`src/rtl/uart_tx_sched_pkg.sv`:
```
// Shared types and constants for the UART transmit scheduler.
// State encodings, error codes and default handshake timeouts.
package uart_tx_sched_pkg;

  typedef enum logic [2:0] {
    StIdle      = 3'd0,
    StLaunch    = 3'd1,
    StWaitStart = 3'd2,
    StWaitDone  = 3'd3,
    StAck       = 3'd4,
    StError     = 3'd5
  } state_e;

  localparam logic [1:0] ErrNone    = 2'b00;
  localparam logic [1:0] ErrStartTo = 2'b01;
  localparam logic [1:0] ErrFrameTo = 2'b10;
  localparam logic [1:0] ErrTxFault = 2'b11;

  // Generous compared with the transmitter's edge-detect plus flag-set latency (a few clocks).
  localparam logic [15:0] DefStartTo = 16'h0100;
  localparam logic [19:0] DefFrameTo = 20'hFFFFF;

  function automatic logic [2:0] next_idx(input logic [2:0] idx, input int unsigned n);
    if (32'(idx) + 32'd1 >= n) return 3'd0;
    return idx + 3'd1;
  endfunction

endpackage

```
`src/rtl/uart_tx_sched_if.sv`:
```
// Requester, transmitter and status signals of the UART transmit scheduler.
// The scheduler uses the master modport; the surrounding logic uses slave.
interface uart_tx_sched_if #(
  parameter int unsigned NREQ = 4
);
  logic [NREQ-1:0]   req;
  logic [8*NREQ-1:0] req_data;
  logic [NREQ-1:0]   ack;
  logic [15:0]       tx_data;
  logic              tx_sd_en;
  logic              tx_flag;
  logic              tx_ft;
  logic              busy;
  logic [2:0]        grant_id;
  logic              err;
  logic [1:0]        err_code;
  logic              err_clr;

  modport master (
    input  req, req_data, tx_flag, tx_ft, err_clr,
    output ack, tx_data, tx_sd_en, busy, grant_id, err, err_code
  );

  modport slave (
    output req, req_data, tx_flag, tx_ft, err_clr,
    input  ack, tx_data, tx_sd_en, busy, grant_id, err, err_code
  );
endinterface

```
`src/rtl/uart_tx_sched_rr_arbiter.sv`:
```
// Combinational round-robin pick: first set request at or after ptr_i, cyclically.
module uart_tx_sched_rr_arbiter #(
  parameter int unsigned NREQ = 4
) (
  input  logic [NREQ-1:0] req_i,
  input  logic [2:0]      ptr_i,
  output logic            grant_valid_o,
  output logic [2:0]      grant_idx_o
);
  localparam int unsigned IdxW = (NREQ > 1) ? $clog2(NREQ) : 1;

  logic [IdxW-1:0] idx;

  always_comb begin
    grant_valid_o = 1'b0;
    grant_idx_o   = '0;
    idx           = '0;
    for (int unsigned k = 0; k < NREQ; k++) begin
      idx = IdxW'((32'(ptr_i) + k) % NREQ);
      if (!grant_valid_o && req_i[idx]) begin
        grant_valid_o = 1'b1;
        grant_idx_o   = 3'(idx);
      end
    end
  end

endmodule

```
`src/rtl/uart_tx_sched.sv`:
```
// Shares one UART transmitter between NREQ byte producers: round-robin grant,
// one-cycle send pulse, busy-flag tracking, ack on completion, timeout/fault reporting.
module uart_tx_sched
  import uart_tx_sched_pkg::*;
#(
  parameter int unsigned NREQ     = 4,
  parameter logic [15:0] START_TO = DefStartTo,
  parameter logic [19:0] FRAME_TO = DefFrameTo
) (
  input logic             clk,
  input logic             rst,
  uart_tx_sched_if.master bus
);
  localparam logic [19:0] StartLim = {4'h0, START_TO} - 20'd1;
  localparam logic [19:0] FrameLim = FRAME_TO - 20'd1;

  state_e          state_q, state_d;
  logic [2:0]      rr_ptr_q, rr_ptr_d;
  logic [19:0]     timer_q, timer_d, timer_inc;
  logic [NREQ-1:0] ack_q, ack_d;
  logic [15:0]     tx_data_q, tx_data_d;
  logic            sd_en_q, sd_en_d;
  logic            busy_q, busy_d;
  logic [2:0]      grant_q, grant_d;
  logic            err_q, err_d;
  logic [1:0]      err_code_q, err_code_d;

  logic            grant_valid;
  logic [2:0]      grant_idx;
  logic [7:0]      sel_byte;

  uart_tx_sched_rr_arbiter #(
    .NREQ (NREQ)
  ) u_arb (
    .req_i         (bus.req),
    .ptr_i         (rr_ptr_q),
    .grant_valid_o (grant_valid),
    .grant_idx_o   (grant_idx)
  );

  always_comb begin
    sel_byte = '0;
    for (int unsigned i = 0; i < NREQ; i++) begin
      if (grant_idx == 3'(i)) sel_byte = bus.req_data[8*i +: 8];
    end
  end

  assign timer_inc = (timer_q == '1) ? timer_q : timer_q + 20'd1;

  always_comb begin
    state_d    = state_q;
    rr_ptr_d   = rr_ptr_q;
    timer_d    = timer_q;
    ack_d      = '0;
    tx_data_d  = tx_data_q;
    sd_en_d    = 1'b0;
    grant_d    = grant_q;
    err_code_d = err_code_q;

    unique case (state_q)
      StIdle: begin
        timer_d = '0;
        if (grant_valid) begin
          grant_d   = grant_idx;
          tx_data_d = {8'h00, sel_byte};
          sd_en_d   = 1'b1;
          state_d   = StLaunch;
        end
      end
      StLaunch: begin
        timer_d = '0;
        state_d = StWaitStart;
      end
      StWaitStart: begin
        timer_d = timer_inc;
        // A transmitter fault outranks either timeout.
        if (!bus.tx_ft) begin
          state_d    = StError;
          err_code_d = ErrTxFault;
        end else if (bus.tx_flag) begin
          state_d = StWaitDone;
          timer_d = '0;
        end else if (timer_q == StartLim) begin
          state_d    = StError;
          err_code_d = ErrStartTo;
        end
      end
      StWaitDone: begin
        timer_d = timer_inc;
        if (!bus.tx_ft) begin
          state_d    = StError;
          err_code_d = ErrTxFault;
        end else if (!bus.tx_flag) begin
          state_d = StAck;
          ack_d   = NREQ'(1) << grant_q;
        end else if (timer_q == FrameLim) begin
          state_d    = StError;
          err_code_d = ErrFrameTo;
        end
      end
      StAck: begin
        rr_ptr_d = next_idx(grant_q, NREQ);
        state_d  = StIdle;
      end
      StError: begin
        if (bus.err_clr) begin
          if (!bus.tx_ft) begin
            err_code_d = ErrTxFault;
          end else begin
            err_code_d = ErrNone;
            rr_ptr_d   = next_idx(grant_q, NREQ);
            state_d    = StIdle;
          end
        end
      end
      default: state_d = StIdle;
    endcase
  end

  assign err_d  = (state_d == StError);
  assign busy_d = (state_d != StIdle);

  always_ff @(posedge clk) begin
    if (rst) begin
      state_q    <= StIdle;
      rr_ptr_q   <= '0;
      timer_q    <= '0;
      ack_q      <= '0;
      tx_data_q  <= '0;
      sd_en_q    <= 1'b0;
      busy_q     <= 1'b0;
      grant_q    <= '0;
      err_q      <= 1'b0;
      err_code_q <= ErrNone;
    end else begin
      state_q    <= state_d;
      rr_ptr_q   <= rr_ptr_d;
      timer_q    <= timer_d;
      ack_q      <= ack_d;
      tx_data_q  <= tx_data_d;
      sd_en_q    <= sd_en_d;
      busy_q     <= busy_d;
      grant_q    <= grant_d;
      err_q      <= err_d;
      err_code_q <= err_code_d;
    end
  end

  assign bus.ack      = ack_q;
  assign bus.tx_data  = tx_data_q;
  assign bus.tx_sd_en = sd_en_q;
  assign bus.busy     = busy_q;
  assign bus.grant_id = grant_q;
  assign bus.err      = err_q;
  assign bus.err_code = err_code_q;

endmodule
```
`src/flat_wrapper.sv`:
```
// flat-port wrapper written by rule: the top's interface ports become plain ports
module uart_tx_sched_flat import uart_tx_sched_pkg::*;
#(
  parameter int unsigned NREQ     = 4,
  parameter logic [15:0] START_TO = DefStartTo,
  parameter logic [19:0] FRAME_TO = DefFrameTo
)
  (clk, rst, bus_req, bus_req_data, bus_tx_flag, bus_tx_ft, bus_err_clr, bus_ack, bus_tx_data, bus_tx_sd_en, bus_busy, bus_grant_id, bus_err, bus_err_code);
  uart_tx_sched_if #(.NREQ(NREQ)) bus_i ();
  input logic clk;
  input logic rst;
  input wire logic [$bits(bus_i.req)-1:0] bus_req;
  input wire logic [$bits(bus_i.req_data)-1:0] bus_req_data;
  input wire logic [$bits(bus_i.tx_flag)-1:0] bus_tx_flag;
  input wire logic [$bits(bus_i.tx_ft)-1:0] bus_tx_ft;
  input wire logic [$bits(bus_i.err_clr)-1:0] bus_err_clr;
  output wire logic [$bits(bus_i.ack)-1:0] bus_ack;
  output wire logic [$bits(bus_i.tx_data)-1:0] bus_tx_data;
  output wire logic [$bits(bus_i.tx_sd_en)-1:0] bus_tx_sd_en;
  output wire logic [$bits(bus_i.busy)-1:0] bus_busy;
  output wire logic [$bits(bus_i.grant_id)-1:0] bus_grant_id;
  output wire logic [$bits(bus_i.err)-1:0] bus_err;
  output wire logic [$bits(bus_i.err_code)-1:0] bus_err_code;
  assign bus_i.req = bus_req;
  assign bus_i.req_data = bus_req_data;
  assign bus_i.tx_flag = bus_tx_flag;
  assign bus_i.tx_ft = bus_tx_ft;
  assign bus_i.err_clr = bus_err_clr;
  assign bus_ack = bus_i.ack;
  assign bus_tx_data = bus_i.tx_data;
  assign bus_tx_sd_en = bus_i.tx_sd_en;
  assign bus_busy = bus_i.busy;
  assign bus_grant_id = bus_i.grant_id;
  assign bus_err = bus_i.err;
  assign bus_err_code = bus_i.err_code;
  uart_tx_sched #(.NREQ(NREQ), .START_TO(START_TO), .FRAME_TO(FRAME_TO)) u_core (.clk(clk), .rst(rst), .bus(bus_i));
endmodule
```
`config.mk`:
```
export PLATFORM = sky130hd
export DESIGN_NAME = uart_tx_sched_flat
export DESIGN_NICKNAME = d
export VERILOG_FILES = /design/src/rtl/uart_tx_sched_pkg.sv /design/src/rtl/uart_tx_sched_if.sv /design/src/rtl/uart_tx_sched_rr_arbiter.sv /design/src/rtl/uart_tx_sched.sv /design/src/flat_wrapper.sv
export SDC_FILE = /design/constraint.sdc
export NUM_CORES = 1
export LEC_CHECK = 0
export CORE_MARGIN = 1.5
export CORE_UTILIZATION = 35
export CTS_CLUSTER_DIAMETER = 150
export DETAILED_ROUTE_END_ITERATION = 10
export HOLD_SLACK_MARGIN = 0.06
export PLACE_DENSITY = 0.71
export SLEW_MARGIN = 20
export SYNTH_ARGS = -nofsm -noshare
export SYNTH_HDL_FRONTEND = slang
export SYNTH_SLANG_ARGS = --single-unit
```
`constraint.sdc`:
```
create_clock -name clk -period 1.9 [get_ports clk]
set_clock_uncertainty 0.05 [all_clocks]
set_input_delay 0.285 -clock clk [delete_from_list [all_inputs] [get_ports clk]]
set_output_delay 0.285 -clock clk [all_outputs]
set_load 0.05 [all_outputs]
```
==> results of run 1 <==
-- critical path, delay by kind of cell, from the launching register on --
family	cells	cell delay (ns)
compound gates	3	0.68
flops	1	0.49
simple gates	2	0.52
-- synth_stat cells, types with 2 or more instances --
cell type	n
o211ai_1	2
or4_1	6
buf_2	5
a21oi_1	25
nand2b_1	10
and4_1	5
a21o_1	6
dfxtp_1	44
o221ai_1	8
nand2_1	14
buf_4	12
nor3b_1	2
nand3_1	8
a41oi_1	2
o41ai_1	2
nand3b_1	9
o21ai_1	7
a31oi_1	6
and2_1	4
o2111ai_1	2
clkbuf_1	8
a211oi_2	2
nor2_1	16
a221oi_1	2
nor2b_1	2
nand4_1	6
nor3_1	10
a21boi_0	2
inv_1	10
ha_1	3
or3_1	3
nand4b_1	2
o21ai_0	9
and3_1	4
mux2i_1	20
nor4_1	5
a22o_1	2
a311oi_1	5
-- flip-flops by register name, summed over array words and instances, names as in the netlist --
register,cells
u_core.bus.ack,4
u_core.bus.busy,1
u_core.bus.err,1
u_core.bus.err_code,2
u_core.bus.grant_id,2
u_core.bus.tx_data,8
u_core.bus.tx_sd_en,1
u_core.rr_ptr_q,2
u_core.state_q,3
u_core.timer_q,20
-- through the flow --
step	hold WS, ns	instance area [um2]
4_1_cts	0.464	3700
3_3_place_gp	0.431	3580
3_5_place_dp	0.441	3580
5_1_grt	0.474	3730
2_1_floorplan	0.331	2680
6_report	0.449	3730
-- per-layer routing --
metal | vias to the layer above | track usage | routed length [um]
met1 | 1305 | 0.236 | 3400
met2 | 65 | 0.316 | 3730
met4 | 0 | 0.0450 | 70
li1 | 1366 | - | -
met5 | - | 0 | 0
met3 | 7 | 0.0330 | 344
-- cell families (layout without fill, tap and decap cells) --
family	Yosys count	in the layout	synth area share
buffers and inverters	37	121	0.0746
other	1	9	0.00142
muxes	20	20	0.0755
DFF	44	44	0.332
AOI/OAI and AO/OA	94	94	0.250
and+or+nand+nor	113	113	0.252
adders and majority gates	3	3	0.0142
-- cell type report --
type | instances | area share
Multi-Input combinational cell | 239 | 0.436
Clock inverter | 3 | 0.0124
Clock buffer | 5 | 0.0184
Inverter | 10 | 0.0101
Sequential cell | 44 | 0.237
Tap cell | 99 | 0.0332
Timing Repair Buffer | 103 | 0.252
-- power by group --
part	internal [W]	switching [W]
sequential	0.00102	0.0000713
combinational	0.000513	0.000725
clock	0.000397	0.000354
-- timing repair --
item,4_1_cts,5_1_grt
endpoints found under the setup margin,0,20
hold endpoints to repair,0,0
resized for setup,0,9
setup buffers,0,1
-- path summary, 6_finish.rpt --
kind	start	end	cells past startpoint
setup / recovery	u_core.timer_q[11]	u_core.bus.err_code[1]	5
hold / removal	u_core.timer_q[5]	u_core.timer_q[5]	1
setup reg to reg	u_core.timer_q[11]	u_core.bus.err_code[1]	5
hold reg to reg	u_core.timer_q[5]	u_core.timer_q[5]	1
==> metrics.txt, run 1 <==
CTS buffer count 5; CTS tree yes; PwrDens 826 nW/um2; outcome complete, no violations; data arrival time of the worst path 1.99 ns; Max transition margin 0.649; unrepaired setup endpoints after global routing no; 1st-iter DRT viols 238; fin crit share 0.960; Core Util, Final 0.512; routability congestion estimate 0.892; ant diodes 0; startpoint types flop; Slowest-stage cell, CP dfxtp_1; most common cell after layout, fill and taps aside clkdlybuf4s50_1; Worst-path clk slew 0.09 ns; Max Clk Rate 548 MHz; Setup TNS Final 0 ns; # hold bufs at CTS 0; pin count of the biggest net entering global routing 31; Core ar. 7290 um2; Place WS -0.172 ns; placed insts 494; Initial Utilization 0.363; Mapped Area 2650 um2; post-synth top area cell dfxtp_1; Crit. End Element flop; Primary FF master, synth dfxtp_1; ANT nets after route 0; DRC 0; slack of the worst reg-to-reg path 0.08 ns; CP Class flop to flop; FF+latch area 886 um2; IO buf count 59; die height 90.0 um; Leakage 1.36 nW; Die Span X 90.0 um; Vias/cell 5.45; Syn Inst Count 312; crit path cell chain and4_1, nand3_2, a211oi_4, a21oi_1, a311oi_1; vias in the first global route 2586; GRT Overall Usage 0.184; Post-synth EDFFs 0; DIE AREA 8100 um2; Max Cap Viol 0; most frequent cells in the layout 57 x clkdlybuf4s50_1, 44 x buf_4, 40 x dfxtp_1, 25 x a21oi_1, 20 x mux2i_1; WP data required 2.07 ns; crit path max fanout 7; Max VDD drop 0.000485 V; Final Hold Fails 0; Async S/R FF share, synth 0; layout cell share with drive strength beyond 1 0.176; final wirelength 7550 um; measured slew at the worst slew-check pin 0.525 ns; Sink Count 44; initial antenna violation count 0; area growth from synthesis to layout 40.8%; footprint of the multi-input gates 1630 um2; final worst setup slack 0.0765 ns; Design Power 0.00308 W; Filler cells 704; fin. max-slew vios 0; first-pass GRT wire length 12400 um; synth warn 0; Synth top area share 0.332; CTS H-tree lvls 2; Longest Clk Path Bufs 2; number of distinct library cells after synthesis 60; post-DR wirelength/cell 15.0 um; DR pass1 iterations 4; grt ovf 0; register area share after synthesis 0.332; Clock Tree Root clkbuf_8; via count 2743; synthesized flop and latch total 44; row cnt 31; Tmin final 1.82 ns; HPWL after detailed placement 5730 um; top-level I/O count 69; Min-Delay Path Class flop to flop; layout net count 447; syn avg cell area 8.49 um2; CP max stage delay 0.49 ns; post-route insts no fill 503; clk_lat worst skew 0.30 ns; Finish-stage setup viols 0; main area contributors after synthesis dfxtp_1 33%, mux2i_1 7.6%, a21oi_1 4.7%, buf_4 3.4%, o221ai_1 2.6%
Note: power is estimated with default switching activity, not from simulation.
==> inputs of run 2 (changes only) <==
- CORE_MARGIN: 1.5 -> 8
==> metrics.txt, run 2 (synthesis gave the netlist of run 1 again) <==
grt ovf 0 (unchanged); Max transition margin 0.640 (was 0.649); Core ar. 7290 um2 (unchanged); Max Clk Rate 548 MHz (about the same); layout cell share with drive strength beyond 1 0.191 (was 0.176); clk_lat worst skew 0.30 ns (about the same); slack of the worst reg-to-reg path 0.08 ns (about the same); fin. max-slew vios 0 (unchanged); combinational share of power 0.413 (was 0.402); Worst-path clk slew 0.09 ns (about the same); startpoint types flop (unchanged); IO buf count 59 (unchanged); Clock Tree Root clkbuf_8 (unchanged); Leakage 1.35 nW (was 1.36 nW); Vias/cell 5.53 (was 5.45); Max VDD drop 0.000524 V (was 0.000485 V); ant diodes 0 (unchanged); CTS buffer count 5 (unchanged); Final Hold Fails 0 (unchanged); Initial Utilization 0.363 (unchanged); area growth from synthesis to layout 41.6% (was 40.8%); Crit. End Element flop (unchanged); measured slew at the worst slew-check pin 0.539 ns (was 0.525 ns); outcome complete, no violations (unchanged); sequential power share 0.372 (was 0.354); top-level I/O count 69 (unchanged); HP Start u_core.timer_q[5] (unchanged); GRT Overall Usage 0.150 (was 0.184); post-DR wirelength/cell 16.2 um (was 15.0 um); routability congestion estimate 0.885 (was 0.892); Min-Delay Path Class flop to flop (unchanged); Longest Clk Path Bufs 2 (unchanged); first-pass GRT wire length 13000 um (was 12400 um); Die Span X 103 um (was 90.0 um); Max Cap Viol 0 (unchanged); Worst R2R Path Depth 5 (unchanged); DIE AREA 10600 um2 (was 8100 um2); HPWL after detailed placement 6160 um (was 5730 um); worst hold endpoint u_core.timer_q[5] (unchanged); final wirelength 8130 um (was 7550 um); Finish-stage setup viols 0 (unchanged); die height 103 um (was 90.0 um); most frequent cells in the layout 57 x clkdlybuf4s50_1, 44 x buf_4, 38 x dfxtp_1, 25 x a21oi_1, 20 x mux2i_1 (was 57 x clkdlybuf4s50_1, 44 x buf_4, 40 x dfxtp_1, 25 x a21oi_1, 20 x mux2i_1); vias in the first global route 2769 (was 2586); Setup TNS Final 0 ns (unchanged); Int Pwr 0.00182 W (was 0.00193 W); most common cell after layout, fill and taps aside clkdlybuf4s50_1 (unchanged); 1st-iter DRT viols 132 (was 238); Largest Register u_core.timer_q (unchanged); via count 2784 (was 2743); Tmin final 1.82 ns (about the same); pin count of the biggest net entering global routing 22 (was 31); CTS H-tree lvls 2 (unchanged); DRC 0 (unchanged); NetSw 0.00115 W (about the same); # hold bufs at CTS 0 (unchanged); Net Sw Frac 0.387 (was 0.374); CTS tree yes (unchanged); Hold WS 0.443 ns (was 0.449 ns); row cnt 31 (unchanged); crit path max fanout 7 (unchanged); WP data required 2.08 ns (was 2.07 ns); ANT nets after route 0 (unchanged); Design Power 0.00296 W (was 0.00308 W); data arrival time of the worst path 2.00 ns (was 1.99 ns); CP Class flop to flop (unchanged); layout net count 447 (unchanged); initial antenna violation count 0 (unchanged); RR Endpoint u_core.bus.err (was u_core.bus.err_code[1]); hold path cells 1 (unchanged); worst r2r src u_core.timer_q[13] (was u_core.timer_q[11]); Sink Count 44 (unchanged); DR pass1 iterations 5 (was 4); PwrDens 790 nW/um2 (was 826 nW/um2); fin crit share 0.961 (was 0.960); max reg flops 20 (unchanged); Clk pwr share 0.215 (was 0.244); CP Launch Point u_core.timer_q[13] (was u_core.timer_q[11])
run 2: cell types whose count changed in the layout (fill, tap and decap cells not counted), moves of 2 or more:
cell | before | now
dfxtp_2 | 4 | 6
dfxtp_1 | 40 | 38
nor4_1 | 5 | 2
nor4_2 | 0 | 2
run 2: layout make-up:
class                   count  area, um2
fillers                   704       3540
multi-input cells         239       1660
repair buffers            103        941
flip-flops and latches     44        888
well taps                  99        124
clock buffers               6       82.6
inverters                  10       37.5
clock inverters             2       15.0
run 2: timing repair:
| action | CTS | global route |
|---|---|---|
| setup endpoints to repair | 2 | 21 |
| pin swaps | 0 | 2 |
| gates resized for setup | 1 | 16 |
| setup buffers | 0 | 1 |
run 2: per-stage QoR:
stage | util | worst slack (ns) | instance area (um2) | instances
after floorplan | - | 0.215 | 2680 | 320
after global placement | 0.492 | -0.117 | 3580 | 494
after detailed placement | 0.492 | -0.207 | 3580 | 494
after CTS | 0.505 | 0.0293 | 3680 | 502
after global routing | 0.515 | -0.0160 | 3750 | 503
final | 0.515 | 0.0750 | 3750 | 503
run 2: worst max path at each step:
stage	to	slack, ns	cells after the start
after floorplan	u_core.timer_q[10]	0.22	7
after global placement	u_core.bus.tx_data[2]	-0.12	7
after detailed placement	u_core.bus.tx_data[6]	-0.21	7
after CTS	u_core.timer_q[3]	0.03	6
after global routing	u_core.timer_q[15]	-0.02	6
final	u_core.bus.err	0.08	5
run 2: power by group through the flow:
stage               Sequential, W  Combinational (W)  Clock [W]
floorplan                 0.00135           0.000501          0
global placement          0.00111            0.00120          0
detailed placement        0.00111            0.00121          0
CTS                       0.00109            0.00121   0.000648
global route              0.00112            0.00131   0.000688
finish                    0.00110            0.00123   0.000637
run 2: worst max-delay path, stage by stage, from the launching register on:
cell and delay [ns]:
dfxtp_1 0.47, and4_1 0.33, and3_2 0.27, nand4_1 0.11
a41o_1 0.28, a211oi_2 0.24
run 2: per-layer routing:
metal / wire length [um] / track usage
met5: 0 / 0
met4: 143 / 0.0556
met3: 440 / 0.0257
met2: 4070 / 0.255
met1: 3470 / 0.185
